$ cat config.mk
export PLATFORM = sky130hd
export DESIGN_NAME = uart_freq_cmd
export DESIGN_NICKNAME = d
export VERILOG_FILES = /design/src/rtl/uart_freq_cmd.sv
export SDC_FILE = /design/constraint.sdc
export NUM_CORES = 1
export LEC_CHECK = 0
export CAP_MARGIN = 10
export CORE_UTILIZATION = 53
export CTS_CLUSTER_SIZE = 28
export DETAILED_ROUTE_END_ITERATION = 6
export PLACE_DENSITY = 0.78
export SETUP_SLACK_MARGIN = 0.5
export SYNTH_ARGS = -nofsm -noshare
export SYNTH_HDL_FRONTEND = slang
export SYNTH_SLANG_ARGS = --single-unit
$ cat constraint.sdc
create_clock -name clk_100MHz -period 2.8 [get_ports clk_100MHz]
set_input_delay 0.56 -clock clk_100MHz [delete_from_list [all_inputs] [get_ports clk_100MHz]]
set_output_delay 0.56 -clock clk_100MHz [all_outputs]
set_load 0.01 [all_outputs]
$ cat src/rtl/uart_freq_cmd.sv
// -----------------------------------------------------------------------------
// uart_freq_cmd
//
// Serial command receiver feeding the square-wave channel generator.
// Receives 8N1 UART bytes and parses frames of the form
//     0xA5, B3, B2, B1, B0, CHK      (CHK = B3 ^ B2 ^ B1 ^ B0)
// where B3..B0 is a big-endian 32-bit half-period count. A frame with a
// matching checksum and a payload >= MIN_FREQ replaces freq_val. Any other
// completed, aborted or timed-out frame pulses cmd_err.
//
// Ports:
//   clk_100MHz   in   system clock
//   RSTN         in   asynchronous active-low reset
//   uart_rx      in   asynchronous serial input, idle high
//   freq_val     out  [31:0] accepted half-period count (DEFAULT_FREQ at reset)
//   freq_update  out  one-cycle pulse in the cycle freq_val takes a new value
//   cmd_err      out  one-cycle pulse on any rejected or aborted frame
//   busy         out  high while the parser is inside a frame
// -----------------------------------------------------------------------------
module uart_freq_cmd #(
    parameter int unsigned CLKS_PER_BIT = 868,
    parameter int unsigned DEFAULT_FREQ = 500,
    parameter int unsigned MIN_FREQ     = 1,
    parameter int unsigned TIMEOUT_CLKS = 1000000
) (
    input  logic        clk_100MHz,
    input  logic        RSTN,
    input  logic        uart_rx,
    output logic [31:0] freq_val,
    output logic        freq_update,
    output logic        cmd_err,
    output logic        busy
);

    localparam int unsigned CNT_W    = $clog2(CLKS_PER_BIT);
    localparam int unsigned TO_W     = $clog2(TIMEOUT_CLKS + 1);
    localparam int unsigned HALF_BIT = CLKS_PER_BIT / 2;

    localparam logic [CNT_W-1:0] HALF_LAST = CNT_W'(HALF_BIT - 1);
    localparam logic [CNT_W-1:0] BIT_LAST  = CNT_W'(CLKS_PER_BIT - 1);
    localparam logic [TO_W-1:0]  TO_LIMIT  = TO_W'(TIMEOUT_CLKS);
    localparam logic [7:0]       SYNC_BYTE = 8'hA5;

    // -------------------------------------------------------------------------
    // Input synchroniser
    // -------------------------------------------------------------------------
    logic sync1_q;
    logic rx_s_q;
    logic rx_prev_q;

    always_ff @(posedge clk_100MHz or negedge RSTN) begin
        if (!RSTN) begin
            sync1_q   <= 1'b1;
            rx_s_q    <= 1'b1;
            rx_prev_q <= 1'b1;
        end else begin
            sync1_q   <= uart_rx;
            rx_s_q    <= sync1_q;
            rx_prev_q <= rx_s_q;
        end
    end

    // -------------------------------------------------------------------------
    // UART receive FSM
    // -------------------------------------------------------------------------
    typedef enum logic [1:0] {
        RX_IDLE,
        RX_START,
        RX_DATA,
        RX_STOP
    } rx_state_t;

    rx_state_t        rx_state_q, rx_state_d;
    logic [CNT_W-1:0] clk_cnt_q,  clk_cnt_d;
    logic [2:0]       bit_cnt_q,  bit_cnt_d;
    logic [7:0]       shift_q,    shift_d;
    logic             byte_valid_q, byte_valid_d;
    logic             frame_err_q,  frame_err_d;

    always_ff @(posedge clk_100MHz or negedge RSTN) begin
        if (!RSTN) begin
            rx_state_q   <= RX_IDLE;
            clk_cnt_q    <= '0;
            bit_cnt_q    <= '0;
            shift_q      <= '0;
            byte_valid_q <= 1'b0;
            frame_err_q  <= 1'b0;
        end else begin
            rx_state_q   <= rx_state_d;
            clk_cnt_q    <= clk_cnt_d;
            bit_cnt_q    <= bit_cnt_d;
            shift_q      <= shift_d;
            byte_valid_q <= byte_valid_d;
            frame_err_q  <= frame_err_d;
        end
    end

    always_comb begin
        rx_state_d   = rx_state_q;
        clk_cnt_d    = clk_cnt_q;
        bit_cnt_d    = bit_cnt_q;
        shift_d      = shift_q;
        byte_valid_d = 1'b0;
        frame_err_d  = 1'b0;

        case (rx_state_q)
            RX_IDLE: begin
                clk_cnt_d = '0;
                // Edge-triggered start detection: after a framing error the
                // line may still be low, and a new start bit is only accepted
                // once it has returned high.
                if (rx_prev_q && !rx_s_q) begin
                    rx_state_d = RX_START;
                    bit_cnt_d  = '0;
                end
            end

            RX_START: begin
                if (clk_cnt_q == HALF_LAST) begin
                    clk_cnt_d  = '0;
                    rx_state_d = rx_s_q ? RX_IDLE : RX_DATA;
                end else begin
                    clk_cnt_d = clk_cnt_q + 1'b1;
                end
            end

            RX_DATA: begin
                if (clk_cnt_q == BIT_LAST) begin
                    clk_cnt_d = '0;
                    shift_d   = {rx_s_q, shift_q[7:1]};
                    bit_cnt_d = bit_cnt_q + 1'b1;
                    if (bit_cnt_q == 3'd7) begin
                        rx_state_d = RX_STOP;
                    end
                end else begin
                    clk_cnt_d = clk_cnt_q + 1'b1;
                end
            end

            RX_STOP: begin
                if (clk_cnt_q == BIT_LAST) begin
                    clk_cnt_d  = '0;
                    rx_state_d = RX_IDLE;
                    if (rx_s_q) begin
                        byte_valid_d = 1'b1;
                    end else begin
                        frame_err_d = 1'b1;
                    end
                end else begin
                    clk_cnt_d = clk_cnt_q + 1'b1;
                end
            end

            default: begin
                rx_state_d = RX_IDLE;
                clk_cnt_d  = '0;
            end
        endcase
    end

    // -------------------------------------------------------------------------
    // Frame parser FSM
    // -------------------------------------------------------------------------
    typedef enum logic [2:0] {
        P_WAIT_SYNC,
        P_B3,
        P_B2,
        P_B1,
        P_B0,
        P_CHK
    } p_state_t;

    p_state_t        p_state_q, p_state_d;
    logic [31:0]     payload_q, payload_d;
    logic [TO_W-1:0] idle_cnt_q, idle_cnt_d;
    logic [31:0]     freq_val_q, freq_val_d;
    logic            freq_update_q, freq_update_d;
    logic            cmd_err_q, cmd_err_d;

    logic [TO_W-1:0] idle_cnt_inc;
    logic            timeout_hit;
    logic [7:0]      chk_expect;

    always_ff @(posedge clk_100MHz or negedge RSTN) begin
        if (!RSTN) begin
            p_state_q     <= P_WAIT_SYNC;
            payload_q     <= '0;
            idle_cnt_q    <= '0;
            freq_val_q    <= 32'(DEFAULT_FREQ);
            freq_update_q <= 1'b0;
            cmd_err_q     <= 1'b0;
        end else begin
            p_state_q     <= p_state_d;
            payload_q     <= payload_d;
            idle_cnt_q    <= idle_cnt_d;
            freq_val_q    <= freq_val_d;
            freq_update_q <= freq_update_d;
            cmd_err_q     <= cmd_err_d;
        end
    end

    always_comb begin
        p_state_d     = p_state_q;
        payload_d     = payload_q;
        freq_val_d    = freq_val_q;
        freq_update_d = 1'b0;
        cmd_err_d     = 1'b0;

        idle_cnt_inc = idle_cnt_q + 1'b1;
        chk_expect   = payload_q[31:24] ^ payload_q[23:16] ^ payload_q[15:8] ^ payload_q[7:0];

        // The stored count never exceeds TIMEOUT_CLKS-1; the timeout fires in
        // the cycle the count would reach TIMEOUT_CLKS. A byte in the same
        // cycle suppresses it.
        timeout_hit = (p_state_q != P_WAIT_SYNC) && !byte_valid_q &&
                      (idle_cnt_inc == TO_LIMIT);

        if (p_state_q == P_WAIT_SYNC || byte_valid_q) begin
            idle_cnt_d = '0;
        end else begin
            idle_cnt_d = idle_cnt_inc;
        end

        if (byte_valid_q) begin
            case (p_state_q)
                P_WAIT_SYNC: begin
                    if (shift_q == SYNC_BYTE) begin
                        p_state_d = P_B3;
                    end
                end
                P_B3: begin
                    payload_d = {payload_q[23:0], shift_q};
                    p_state_d = P_B2;
                end
                P_B2: begin
                    payload_d = {payload_q[23:0], shift_q};
                    p_state_d = P_B1;
                end
                P_B1: begin
                    payload_d = {payload_q[23:0], shift_q};
                    p_state_d = P_B0;
                end
                P_B0: begin
                    payload_d = {payload_q[23:0], shift_q};
                    p_state_d = P_CHK;
                end
                P_CHK: begin
                    p_state_d = P_WAIT_SYNC;
                    payload_d = '0;
                    if (shift_q == chk_expect && payload_q >= 32'(MIN_FREQ)) begin
                        freq_val_d    = payload_q;
                        freq_update_d = 1'b1;
                    end else begin
                        cmd_err_d = 1'b1;
                    end
                end
                default: begin
                    p_state_d = P_WAIT_SYNC;
                end
            endcase
        end else if ((frame_err_q && p_state_q != P_WAIT_SYNC) || timeout_hit) begin
            p_state_d  = P_WAIT_SYNC;
            payload_d  = '0;
            idle_cnt_d = '0;
            cmd_err_d  = 1'b1;
        end
    end

    assign freq_val    = freq_val_q;
    assign freq_update = freq_update_q;
    assign cmd_err     = cmd_err_q;
    assign busy        = (p_state_q != P_WAIT_SYNC);

endmodule

# Word-level counts from Yosys, hierarchy flattened
# Index checks and enable logic that the tools add are counted.
classes:
  n_bitwise: 3
  eq_ne: 21
  mux: 36
  reduce_logical: 22
  order_cmp: 1
  add_sub_neg: 3
ops:
  columns: ["cell", "count"]
  rows:
  - ["32-bit 2-to-1 mux", 2]
  - ["32-bit case mux with 2 select lines", 1]
  - ["20-bit 2-to-1 mux", 3]
  - ["32-bit by 1-bit greater-or-equal comparator with 1-bit output, second input constant", 1]
  - ["10-bit case mux with 3 select lines", 1]
  - ["8-bit bitwise XOR", 3]
  - ["20-bit by 1-bit adder with 20-bit output, second input constant", 1]
  - ["20-bit equality test, second input constant", 1]
  - ["10-bit 2-to-1 mux", 2]
  - ["3-bit 2-to-1 mux", 5]
  - ["3-bit case mux with 5 select lines", 1]
  - ["1-bit 2-to-1 mux", 13]
  - ["2-bit 2-to-1 mux", 6]
  - ["10-bit by 1-bit adder with 10-bit output, second input constant", 1]
  - ["10-bit equality test, second input constant", 1]
  - ["10-bit by 9-bit equality test with 1-bit output, second input constant", 1]
  - ["2-bit != test, second input constant", 5]
  - ["3-bit equality test, second input constant", 3]
  - ["8-bit equality test", 1]
  - ["8-bit equality test, second input constant", 1]
  - ["2-bit case mux with 4 select lines", 1]
  - ["3-bit by 2-bit equality test with 1-bit output, second input constant", 2]
  - ["3-bit by 2-bit != test with 1-bit output, second input constant", 2]
  - ["3-bit case mux with 2 select lines", 1]
  - ["other kinds (16)", 27]
totals:
  out_inout_bits: 35
  word_cells: 101
  inputBits: 3
  ff_bits: 117

# Longest topological paths before layout
# Gate-level depths: netlist (run 1).
logic_depth:
  ltp_word: 8
  mapped_depth: 10

# Worst setup path before layout (run 1)
# No wires, ideal clock.
synth_timing:
  kind: "flip-flop to flip-flop"
  startpoint: "register idle_cnt_q[0]"
  endpoint: "register payload_q[10]"
  path_stages_with_launch: 11
  arrival_time_ns: 2.569
  path_slack_ns: 0.110
  synth_period_minus_slack_ns: 2.690
  cell_sequence: "dfrtp_1 -> ha_1 -> clkbuf_1 -> inv_1 -> nor3_2 -> nand3_1 -> a221oi_1 -> nor4b_2 -> o31ai_4 -> buf_6 -> a22o_1"
synth_between:
  elab_chain_len: 6
synth_rtl:
  columns: ["item", "line_no", "rtl"]
  rows:
  - ["start: declaration", "175", "logic [TO_W-1:0] idle_cnt_q, idle_cnt_d;"]
  - ["start signal: assignment", "195", "idle_cnt_q <= idle_cnt_d;"]
  - ["20-bit by 1-bit adder with 20-bit output", "209", "idle_cnt_inc = idle_cnt_q + 1'b1;"]
  - ["20-bit equality test", "216", "(idle_cnt_inc == TO_LIMIT);"]
  - ["1-bit logical AND", "215", "timeout_hit = (p_state_q != P_WAIT_SYNC) && !byte_valid_q &&"]
  - ["1-bit logical OR", "261", "end else if ((frame_err_q && p_state_q != P_WAIT_SYNC) || timeout_hit) begin"]
  - ["2-bit nonzero test (no source line)", null, null]
  - ["2-bit AND reduction (no source line)", null, null]
  - ["end signal: assignment", "194", "payload_q <= payload_d;"]
  - ["end: declaration", "174", "logic [31:0] payload_q, payload_d;"]
# Every way passes these cells.
# A chain may end at the register's enable or synchronous reset.

# Final worst setup path (run 1)
layout_timing:
  startpoint: "register idle_cnt_q[0]"
  endpoint: "register payload_q[21]"
# Same word-level chain as after synthesis.

==> flow_metrics.py, run 1 <==
metrics = {
    "outcome": {
        "status": "finished, final reports clean",
    },
    "sta": {
        "whs_ps": 52.29,
        "worstMarginPinSlew_ps": 1189,
        "maxSlewHeadroom_pct": 20.73,
        "fmax_mhz": 381.3,
        "min_period_ps": 2623,
        "fin_crit_sh_pct": 93.67,
        "rsz0062_at_grt": "yes",
        "final_hold_viol_count": 0,
        "clock_skew_ps": 9.138,
        "setup_viol": 0,
        "fin_tns_setup_ps": 0,
        "drv_slew": 0,
    },
    "layout": {
        "antenna_cells": 0,
        "nets": 540,
        "final_cell_count_no_fill": 677,
        "multi_input_area_um2": 2556,
        "drive_gt1_share_pct": 29.60,
        "synthToLayoutAreaGrowth_pct": 26.05,
        "final_util_pct": 70.03,
        "design_area_um2": 6939,
        "fill_cells": 657,
        "seq_area_um2": 2955,
    },
    "floorplanning": {
        "ioPinCount": 38,
        "row_count": 36,
        "core_area_um2": 9910,
        "die_area_um2": 10800,
        "die_h_um": 103.9,
        "start_util_pct": 55.56,
        "fp.dieW_um": 103.9,
    },
    "job": {
        "drv_cap": 0,
    },
    "logic_synthesis": {
        "yosysUniqueCellTypes": 53,
        "netlist_area_um2": 5505,
        "synth-seq-area-share_pct": 53.39,
        "synth.area.top_cells": "dfrtp_1 49%, mux2_2 8.4%, a22o_1 5.3%",
        "syn_nets": 475,
        "synth-edff-count": 0,
        "synthTopCellsByCount": "108 x dfrtp_1, 41 x mux2_2, 38 x nor2_1, 33 x a22o_1, 32 x xnor2_1",
        "avgSynthCellArea_um2": 11.81,
        "ys_seq_elements": 117,
        "ys_warn_count": 0,
        "yosysTopAreaCellShare_pct": 49.09,
        "yosysMostFrequentCell": "dfrtp_1",
        "yosys.area.top_type": "dfrtp_1",
        "synth_flop_cell": "dfrtp_1",
        "syn_inst": 466,
        "async_flop_share_pct": 100.0,
    },
    "global_route": {
        "grt_util_all_layers_pct": 24.55,
        "grt_max_degree": 48,
        "antenna_found_initial": 0,
        "grt_pass1_wl_mm": 20.77,
        "grt_remaining_overflow": 0,
        "grt_pass1_vias": 4067,
    },
    "drt": {
        "drt_iter0_markers": 250,
        "wl_mm": 12.36,
        "vias_per_cell": 5.855,
        "route.detailed.drc": 0,
        "wl_per_cell_um": 18.25,
        "routed-via-count": 3964,
        "dr.pass1.iters": 5,
        "ant_nets": 0,
    },
    "pwr": {
        "p_clk_share_pct": 52.4,
        "leakage_nw": 3.127,
        "intPower_mw": 3.164,
        "comb_power_share_pct": 4.1,
        "pwr-share-seq_pct": 43.5,
        "switchingPower_uw": 904.8,
        "powerDensity_nw_per_um2": 586.3,
        "peakVddDrop_mv": 0.3348,
        "netSwitchingFraction_pct": 22.24,
    },
    "clock_tree": {
        "path_clk_slew_ps": 60,
        "tritoncts": "yes",
        "numCtsBuffers": 17,
        "cts_hold_buf": 0,
        "clkLatencyLatePin_ps": 520,
        "htree_levels": 4,
        "cts-root-buf": "clkbuf_8",
        "cts.sinks": 117,
        "clockBufferDepth": 2,
    },
    "setup_path": {
        "crit_fanout": 32,
        "critPathArrivalTime_ps": 3020,
        "crit_required_ps": 3200,
        "r2r_start": "idle_cnt_q[0]",
        "worst_r2r_path_depth": 8,
        "worstSetupEndpointType": "register",
        "critical_path_class": "register to register",
        "r2r_slack_ps": 180,
        "startpoint_type": "register",
        "reg2reg_to": "payload_q[21]",
    },
    "placement": {
        "gp_congestion": 0.9213,
        "placed_cell_area_um2": 6070,
        "hpwl_mm": 7.235,
        "io_buffers": 37,
        "place_inst": 626,
    },
    "worst_hold_path": {
        "hp-class": "primary input to async pin",
    },
}
routing by layer:
layer	wire [µm]	GRT usage, %	part of all wire (%)	vias to the layer above
met2	6055	37.29	49	129
met3	593	5.576	4.8	28
met4	332	11.84	2.7	0
li1	-	-	-	1816
met5	0	0	0	-
met1	5373	33.46	43	1991
layout make-up:
type                            instances  share of cell area, %
Tap cell                              133                  2.398
Clock buffer                           20                  6.275
Sequential cell                       117                  42.59
Clock inverter                         12                  2.218
Multi-Input combinational cell        319                  36.84
Timing Repair Buffer                   69                  9.268
Inverter                                7                 0.4147
worst max path at each step:
stage,startpoint,to,slack [ps],cells past startpoint
4_1_cts,idle_cnt_q[5],idle_cnt_q[9],270,7
3_5_place_dp,idle_cnt_q[3],idle_cnt_q[9],230,7
6_report,idle_cnt_q[0],payload_q[21],180,8
2_1_floorplan,idle_cnt_q[4],idle_cnt_q[13],320,8
3_3_place_gp,idle_cnt_q[3],idle_cnt_q[9],300,7
5_1_grt,idle_cnt_q[0],p_state_q[1],90,8
critical path, stage by stage (launching register included):
cell and delay [ps]:
dfrtp_2 430, nand4_1 120, or4_4 570, mux2_4 240, o22ai_4 70, nor4b_4 550
o31ai_4 110, buf_12 190, a22o_1 200
placed cells by master, fill, tap and decap left out, drive strengths merged, types with 8 or more instances in the layout:
cell type      count
dfrtp            108
mux2              42
nor2              38
clkdlybuf4s50     35
a22o              33
buf               33
xnor2             32
xor2              27
nand2             25
clkbuf            20
nand3             16
nor3              13
nand4             11
nor4              10
dfstp              9
o21ai              8
inv                8
sequential cells by signal (all words and copies together), names as in the netlist, 3 cells and up, named ones only:
name,cells
clk_cnt_q,10
shift_q,8
idle_cnt_q,20
bit_cnt_q,3
freq_val,32
payload_q,32
p_state_q,3
timing repair:
item,CTS,global route
gates cloned,2,0
resized for setup,27,16
hold endpoints to repair,0,0
pin swaps,9,8
endpoints found under the setup margin,58,88
setup buffers,14,3
power by group through the flow:
stage,combinational (mW),sequential (mW),clock [mW]
detailed placement,0.168,1.80,0
CTS,0.170,1.77,2.16
finish,0.166,1.77,2.13
floorplan,0.110,1.78,0
global route,0.193,1.78,2.25
global placement,0.165,1.80,0
logic make-up after synthesis:
| logic type | count (synthesis) | share of synthesized area (%) |
|---|---|---|
| multiplexers | 43 | 8.841 |
| flip-flops | 117 | 53.39 |
| adder cells (fa/ha/maj) | 6 | 1.364 |
| XOR/XNOR | 59 | 9.386 |
| AND/OR/NAND/NOR | 143 | 14.18 |
| buffers and inverters | 32 | 3.250 |
| AO/OA/AOI/OAI | 66 | 9.591 |
stage by stage:
| step | power (mW) | worst slack (ps) |
|---|---|---|
| 3_5_place_dp | 1.967 | 229.5 |
| 4_1_cts | 4.106 | 273.6 |
| 2_1_floorplan | 1.889 | 320.7 |
| 5_1_grt | 4.220 | 93.29 |
| 3_3_place_gp | 1.962 | 299.5 |
| 6_report | 4.069 | 177.4 |
(Power assumes the default switching activity.)
==> inputs of run 2 (changes only) <==
Settings changed: CORE_UTILIZATION 53 to 25, PLACE_DENSITY 0.78 to 0.44.
==> flow_metrics.py, run 2 (synthesis results as in run 1) <==
metrics = {
    "outcome": {
        "status": "finished, final reports clean",
    },
    "global_route": {
        "grt_pass1_vias": 3853,
        "met1_usage_pct": 16.77,
        "grt_use_met2_pct": 18.80,
        "grt_pass1_wl_mm": 21.43,
        "grt_util_all_layers_pct": 12.59,
        "antenna_found_initial": 0,
        "grt_remaining_overflow": 0,
        "met3_usage_pct": 3.727,
        "grt_max_degree": 49,
        "grt_busiest_layer": "met2",
    },
    "drt": {
        "dr.pass1.iters": 4,
        "routed-via-count": 3916,
        "wl_per_cell_um": 16.45,
        "route.detailed.drc": 0,
        "vias_per_cell": 4.724,
        "wl_mm": 13.64,
        "ant_nets": 0,
        "drt_iter0_markers": 220,
    },
    "sta": {
        "min_period_ps": 2570,
        "setup_viol": 0,
        "fin_crit_sh_pct": 91.78,
        "worstMarginPinSlew_ps": 668.3,
        "fmax_mhz": 389.1,
        "drv_slew": 0,
        "final_hold_viol_count": 0,
        "clock_skew_ps": 9.872,
        "maxSlewHeadroom_pct": 55.45,
        "whs_ps": 184.1,
        "rsz0062_at_grt": "yes",
        "fin_tns_setup_ps": 0,
    },
    "floorplanning": {
        "row_count": 53,
        "start_util_pct": 25.86,
        "core_area_um2": 21290,
        "die_h_um": 150.4,
        "die_area_um2": 22620,
        "ioPinCount": 38,
        "fp.dieW_um": 150.4,
    },
    "setup_path": {
        "critPathBufInv": 2,
        "slowest_delay_ps": 420,
        "worstSetupEndpointType": "register",
        "crit_required_ps": 3100,
        "r2r_start": "idle_cnt_q[5]",
        "startpoint": "idle_cnt_q[5]",
        "crit_fanout": 8,
        "critPathArrivalTime_ps": 2870,
        "crit_family": "simple AND/OR/NAND/NOR gates",
        "path_cells": "and4_2 -> nand3_2 -> or3_4 -> a221oi_2 -> nor4b_4 -> o31ai_4 -> buf_12 -> clkbuf_16 -> a22o_1",
        "critical_path_class": "register to register",
        "cpMaxStageDelayCell": "nor4b_4",
        "startpoint_type": "register",
    },
    "placement": {
        "gp_congestion": 0.8094,
        "hpwl_mm": 8.415,
        "io_buffers": 37,
    },
    "layout": {
        "final_cell_mix": "95 x dfrtp_1, 41 x mux2_2, 35 x clkdlybuf4s50_1, 34 x buf_4, 33 x a22o_1",
        "drive_gt1_share_pct": 31.59,
        "synthToLayoutAreaGrowth_pct": 32.89,
        "antenna_cells": 0,
        "nets": 550,
        "layout_commonest_cell": "dfrtp_1",
    },
    "clock_tree": {
        "cts_hold_buf": 0,
        "cts-root-buf": "clkbuf_16",
        "clockBufferDepth": 2,
        "path_clk_slew_ps": 50,
        "htree_levels": 4,
        "numCtsBuffers": 17,
        "cts.sinks": 117,
        "clkLatencyLatePin_ps": 420,
        "tritoncts": "yes",
    },
    "pwr": {
        "peakVddDrop_mv": 0.3088,
        "p_clk_share_pct": 52.3,
        "switchingPower_uw": 908.7,
        "powerDensity_nw_per_um2": 557.0,
        "finalPower_mw": 4.075,
        "comb_power_share_pct": 4.2,
        "leakage_nw": 3.224,
        "intPower_mw": 3.166,
        "pwr-share-seq_pct": 43.5,
        "netSwitchingFraction_pct": 22.30,
    },
    "worst_hold_path": {
        "hp-class": "primary input to async pin",
    },
    "job": {
        "drv_cap": 0,
    },
}
-- run 2: power by group through the flow --
stage          registers [mW]  logic, mW  clock network [mW]
5_1_grt                  1.78      0.201                2.28
2_1_floorplan            1.78      0.110                   0
4_1_cts                  1.77      0.182                2.20
3_3_place_gp             1.80      0.171                   0
6_report                 1.77      0.172                2.13
3_5_place_dp             1.80      0.180                   0
-- run 2: final timing paths --
kind                                      end  slack (ps)  cells past startpoint
worst min register to register         rx_s_q         360                      0
worst min-delay path            idle_cnt_q[7]         180                      1
worst max-delay path            payload_q[28]         230                      9
max in group asynchronous         freq_val[4]        1900                      2
worst max register to register  payload_q[28]         230                      9
min in group clk_100MHz                rx_s_q         360                      0
-- run 2: repair_timing --
item / CTS / global route
endpoints found under the hold margin: 0 / 0
setup buffers: 11 / 11
pin swaps: 8 / 2
gates cloned: 2 / 4
gates resized for setup: 23 / 25
endpoints found under the setup margin: 57 / 88
-- run 2: worst reg2reg max path, cell delays in order, from the launching register on --
cell,delay [ps]
dfrtp_1,410
and4_2,280
nand3_2,140
or3_4,380
a221oi_2,230
nor4b_4,420
o31ai_4,100
buf_12,170
clkbuf_16,160
a22o_1,180
-- run 2: layout make-up --
type	count	area [µm²]
fill	2092	13970
sequential	117	2955
multi-input combinational	320	2629
timing repair buffer	78	775.7
clock buffer	24	481.7
tap	275	344.1
clock inverter	8	101.3
inverter	7	28.78
-- run 2: routing by layer --
metal	part of all wire (%)	up-vias	wire length (µm)
met5	0	-	0
met4	1.3	0	172
met3	4.1	9	563
met2	46	79	6321
met1	48	1984	6579
li1	-	1844	-
-- run 2: metrics by stage --
| step | std cells | area, µm² | util, % | setup WS [ps] |
|---|---|---|---|---|
| after floorplan | 466 | 5568 | - | 320.7 |
| after CTS | 814 | 7037 | 33.06 | 268.6 |
| after detailed placement | 769 | 6280 | 29.50 | 189.9 |
| after global routing | 829 | 7316 | 34.37 | 121.9 |
| final | 829 | 7316 | 34.37 | 230.3 |
| after global placement | 769 | 6280 | 29.50 | 226.8 |
